--- config.mk ---
export PLATFORM = sky130hd
export DESIGN_NAME = tof_write_arbiter
export DESIGN_NICKNAME = d
export VERILOG_FILES = /design/src/rtl/tof_arb_pkg.sv /design/src/rtl/tof_write_arbiter_rr_pick.sv /design/src/rtl/tof_write_arbiter.sv
export SDC_FILE = /design/constraint.sdc
export NUM_CORES = 1
export LEC_CHECK = 0
export ABC_AREA = 1
export BUFFER_PORTS_ARGS = -buffer_cell sky130_fd_sc_hd__buf_2
export CAP_MARGIN = 15
export CORE_MARGIN = 10
export CORE_UTILIZATION = 58
export DETAILED_ROUTE_END_ITERATION = 8
export PLACE_DENSITY = 0.85
export RECOVER_POWER = 100
export SYNTH_ARGS = -nofsm -noshare
export SYNTH_HDL_FRONTEND = slang
export SYNTH_SLANG_ARGS = --single-unit
export TNS_END_PERCENT = 10
--- constraint.sdc ---
create_clock -name clk -period 2.7 [get_ports clk]
set_clock_uncertainty 0.2 [all_clocks]
set_input_delay 0.675 -clock clk [delete_from_list [all_inputs] [get_ports clk]]
set_output_delay 0.675 -clock clk [all_outputs]
set_load 0.1 [all_outputs]
--- src/rtl/tof_arb_pkg.sv ---
// Shared types for the time-of-flight sample write arbiter.
package tof_arb_pkg;

    localparam int NUM_TOF = 8;

    typedef logic [2:0] tof_idx_t;

    typedef enum logic [1:0] {
        IDLE,
        WRITE,
        DONE
    } arb_state_t;

endpackage

--- src/rtl/tof_write_arbiter_rr_pick.sv ---
// Round-robin search: first requesting channel above last_grant, wrapping,
// with last_grant itself checked last.
module rr_pick
    import tof_arb_pkg::*;
(
    input  logic [NUM_TOF-1:0] req,
    input  tof_idx_t           last_grant,
    output tof_idx_t           grant,
    output logic               valid
);

    tof_idx_t idx;

    // NOTE: every always_comb output gets a default first so no path leaves it unassigned (no latch).
    always_comb begin
        grant = '0;
        idx   = '0;
        valid = |req;
        // Walk from farthest to nearest so the nearest requester is written last and wins.
        for (int k = NUM_TOF; k >= 1; k--) begin
            idx = last_grant + tof_idx_t'(k);
            if (req[idx]) begin
                grant = idx;
            end
        end
    end

endmodule

--- src/rtl/tof_write_arbiter.sv ---
// Arbitrates eight ToF sensor data-ready requests onto one sample memory.
// Build with TOF_ARB_OVERRUN_EN defined to get sticky per-channel overrun flags.
module tof_write_arbiter
    import tof_arb_pkg::*;
#(
    parameter int SLOT_W       = 4,
    parameter int WRITE_CYCLES = 2
) (
    input  logic                clk,
    input  logic                reset,
    input  logic [NUM_TOF-1:0]  tof_dr,
    input  logic                overrun_clr,
    output logic [2:0]          tof_sel,
    output logic                mem_we,
    output logic [SLOT_W+2:0]   mem_addr,
    output logic [NUM_TOF-1:0]  tof_ack,
    output logic                busy,
    output logic [NUM_TOF-1:0]  overrun
);

    localparam logic [3:0] WCNT_LAST = 4'(WRITE_CYCLES - 1);

    arb_state_t          state, next_state;
    logic [NUM_TOF-1:0]  dr_q;
    logic [NUM_TOF-1:0]  pending;
    logic [NUM_TOF-1:0]  rise;
    logic [SLOT_W-1:0]   slot [NUM_TOF];
    tof_idx_t            last_grant;
    logic [3:0]          wcnt;
    logic                load_sel;
    tof_idx_t            pick_grant;
    logic                pick_valid;

    assign rise     = tof_dr & ~dr_q;
    assign mem_addr = {tof_sel, slot[tof_sel]};

    rr_pick u_rr_pick (
        .req        (pending),
        .last_grant (last_grant),
        .grant      (pick_grant),
        .valid      (pick_valid)
    );

    always_comb begin
        next_state = state;
        load_sel   = 1'b0;
        mem_we     = 1'b0;
        tof_ack    = '0;
        busy       = (state != IDLE);
        case (state)
            IDLE: begin
                if (pick_valid) begin
                    next_state = WRITE;
                    load_sel   = 1'b1;
                end
            end
            WRITE: begin
                mem_we = 1'b1;
                if (wcnt == WCNT_LAST) begin
                    next_state = DONE;
                end
            end
            DONE: begin
                tof_ack[tof_sel] = 1'b1;
                next_state       = IDLE;
            end
            default: next_state = IDLE;
        endcase
    end

    // NOTE: sequential state uses non-blocking assignments so every flop samples pre-edge values.
    always_ff @(posedge clk) begin
        if (reset) begin
            state      <= IDLE;
            dr_q       <= '0;
            pending    <= '0;
            last_grant <= tof_idx_t'(NUM_TOF - 1);
            tof_sel    <= '0;
            wcnt       <= '0;
            // NOTE: the slot counters are a tiny register array, not RAM, so resetting them is cheap and required.
            for (int i = 0; i < NUM_TOF; i++) begin
                slot[i] <= '0;
            end
        end else begin
            state   <= next_state;
            dr_q    <= tof_dr;
            // A fresh edge in the clearing cycle re-arms the channel.
            pending <= (pending & ~tof_ack) | rise;
            wcnt    <= (state == WRITE) ? wcnt + 4'd1 : 4'd0;
            if (load_sel) begin
                tof_sel <= pick_grant;
            end
            if (state == DONE) begin
                slot[tof_sel] <= slot[tof_sel] + 1'b1;
                last_grant    <= tof_sel;
            end
        end
    end

`ifdef TOF_ARB_OVERRUN_EN
    logic [NUM_TOF-1:0] overrun_q;
    logic [NUM_TOF-1:0] overrun_set;

    assign overrun_set = rise & pending & ~tof_ack;
    assign overrun     = overrun_q;

    // A new lost sample wins over a coincident clear.
    always_ff @(posedge clk) begin
        if (reset) begin
            overrun_q <= '0;
        end else if (overrun_clr) begin
            overrun_q <= overrun_set;
        end else begin
            overrun_q <= overrun_q | overrun_set;
        end
    end
`else
    logic unused_overrun_clr;

    assign unused_overrun_clr = overrun_clr;
    assign overrun            = '0;
`endif

endmodule

==> flow_metrics.tcl <==
set metrics [dict create \
    detailed_place.area_um2 3640 \
    synthCells 404 \
    pre_cts_ws_ps 302 \
    cts_tree "built" \
    yosys_warnings 0 \
    p_leak_nw 1.66 \
    finalSetupViolCount 0 \
    dp_cells 500 \
    syn_area_per_cell_um2 7.94 \
    status "completed" \
    cts_max_level 3 \
    slew_headroom_pct 48.8 \
    drv_cap 0 \
    required_ps 1820 \
    ir_drop_mv 0.441 \
    hpwl_um 5950 \
    chipHeight_um 94.4 \
    reg2reg_depth 15 \
    grt_overflow 0 \
    first_pass_iters 5 \
    fin_area_um2 3680 \
    grt_pass1_wl_um 13000 \
    start_util_pct 59.0 \
    worstHoldPathCells 1 \
    final_cells 516 \
    clk_transition_reported_paths_ps 70 \
    drc 0 \
    wl_per_cell_um 15.2 \
    clock_latency_ps 340 \
    worstPathMaxFanout 16 \
    reg2reg_slack_ps 200 \
    synthToLayoutAreaGrowth_pct 14.8 \
    cts_buffers 9 \
    min_to "pending[7]" \
    async_flop_share_pct 0 \
    drv_slew 0 \
    final-hold-violation-count 0 \
    viasPerCell 5.53 \
    rr_endpoint "tof_sel[0]" \
    num_rows 27 \
    worstMarginPinSlew_ps 765 \
    first_iter_violations 199 \
    ant_nets 0 \
    place_congestion 0.856 \
    yosysTopAreaCell "edfxtp_1" \
    synth_edf_count 32 \
    synth_most_common_cell "nand2_1" \
    grt_usage_pct 18.5 \
    period_needed_ps 2590 \
    yosys_most_used_dff "edfxtp_1" \
    grt_max_degree 20 \
    num-nets-final 455 \
    critPathCaptureType "output port" \
    die_area_um2 8900 \
    tns_ps 0 \
    grt_setup_unrepaired "false" \
    clkSinkCount 63 \
    grt_pass1_vias 2699 \
    die_w_um 94.4 \
    synth_top_cells_by_area "edfxtp_1 30%, dfxtp_1 19%, nand2_1 11%, nor2_1 9.6%, nand3_1 6.6%" \
    cp.arrival_ps 1720 \
    ys_seq_area_share_pct 49.3 \
    antenna_found_initial 0 \
    coreArea_um2 5440 \
    ios 39 \
    cts_buffer_depth 2 \
    hp-start "dr_q[7]" \
    synth-seq-cells 63 \
    synthesis.area_um2 3210 \
    postCtsSetupBuffers 0 \
    port_buffers 29 \
    power_density_nw_per_um2 772 \
    clockRootBuffer "clkbuf_8" \
    fmax_mhz 385 \
    fillCellCount 432 \
    p_total_w 0.00284 \
    crit_path_start_kind "flop" \
    hp-class "reg -> reg" \
    regToRegStartpoint "last_grant[0]" \
    crit_type "reg -> out" \
    yosysTopAreaCellShare_pct 30.0 \
    antennaDiodeCount 0 \
    synth_commonest_cells "91 x nand2_1, 82 x nor2_1, 42 x nand3_1" \
    period_share_pct 96.1 \
    drive_gt1_share_pct 14.9 \
    drt-total-wl_um 7840 \
    worst_slack_ps 106 \
    via_count 2851 \
    synth_cell_type_count 31 \
]
[registers in the layout, indices dropped and copies added (netlist names), named ones only]
signal	flops
dr_q	8
slot	32
last_grant	3
pending	8
wcnt	4
tof_sel	3
state	2
[routing by layer]
metal	vias to the layer above	global-route usage, %	wire [um]
met5	-	0	0
met4	0	7.34	177
met3	24	6.42	831
met2	165	29.7	3710
met1	1283	22.3	3120
li1	1379	-	-
[worst max-delay path by stage]
stage	startpoint	endpoint	slack, ps	cells after the start
after floorplan	tof_sel[1]	slot[7][0]	-140	4
after global placement	flop	mem_addr[1]	350	6
after detailed placement	flop	slot[2][1]	300	8
after CTS	state[1]	tof_ack[0]	-10	5
after global routing	state[1]	tof_ack[4]	10	5
final	flop	mem_addr[3]	110	6
[final cells by class]
class                      instances  area [um^2]  share of cell area (%)
multi-input combinational        291         1400                    38.0
inverter                          36          135                    3.67
tap                               72         90.1                    2.45
clock buffer                      12          176                    4.79
timing repair buffer              38          270                    7.34
sequential                        63         1590                    43.1
clock inverter                     4         25.0                   0.680
[metrics by stage]
step                util [%]  hold WS [ps]
floorplan                  -           188
global placement        67.0           189
detailed placement      67.0           206
CTS                     70.7           216
global route            67.7           222
finish                  67.7           211
[power breakdown]
group          internal, W  switching (W)  leakage (nW)
clock network     0.000438       0.000368         0.108
logic             0.000209       0.000706         0.960
registers          0.00106      0.0000616         0.589
total              0.00171        0.00114          1.66
[kinds of logic (layout without fill, tap and decap cells)]
kind of cell | after synthesis | after routing | share of synthesized area [%]
other cells | 1 | 8 | 0.117
flops | 63 | 63 | 49.3
compound gates | 51 | 51 | 9.72
buf+inv | 57 | 90 | 8.70
fa+ha+maj | 5 | 5 | 1.95
simple gates | 221 | 221 | 28.1
xor+xnor | 6 | 6 | 2.11
[placed cells by master (no fill, tap or decap), types with 3 or more instances in the layout]
cell type	n
a21oi_1	13
buf_2	8
buf_4	7
buf_6	3
clkbuf_1	5
clkbuf_2	8
clkbuf_4	4
clkbuf_8	11
conb_1	8
dfxtp_1	28
edfxtp_1	32
ha_1	5
inv_1	33
inv_2	3
nand2_1	90
nand2_2	3
nand3_1	43
nor2_1	78
o211ai_1	3
o21ai_0	9
o21ai_1	9
o22ai_1	6
o31ai_1	8
xor2_1	3
[critical path, stage by stage, from the launching register on]
cell and delay, ps:
dfxtp_4 380, inv_2 200, nor2_1 70, o22ai_1 190, nor2_1 90, a31oi_4 190, buf_6 250
[repair_timing]
item / 4_1_cts / 5_1_grt
hold buffers: 0 / 0
gates resized for setup: 1 / 5
cloned: 0 / 0
hold endpoints to repair: 0 / 0
setup endpoints to repair: 5 / 10
No activity file was read; power rests on OpenSTA's default activity.
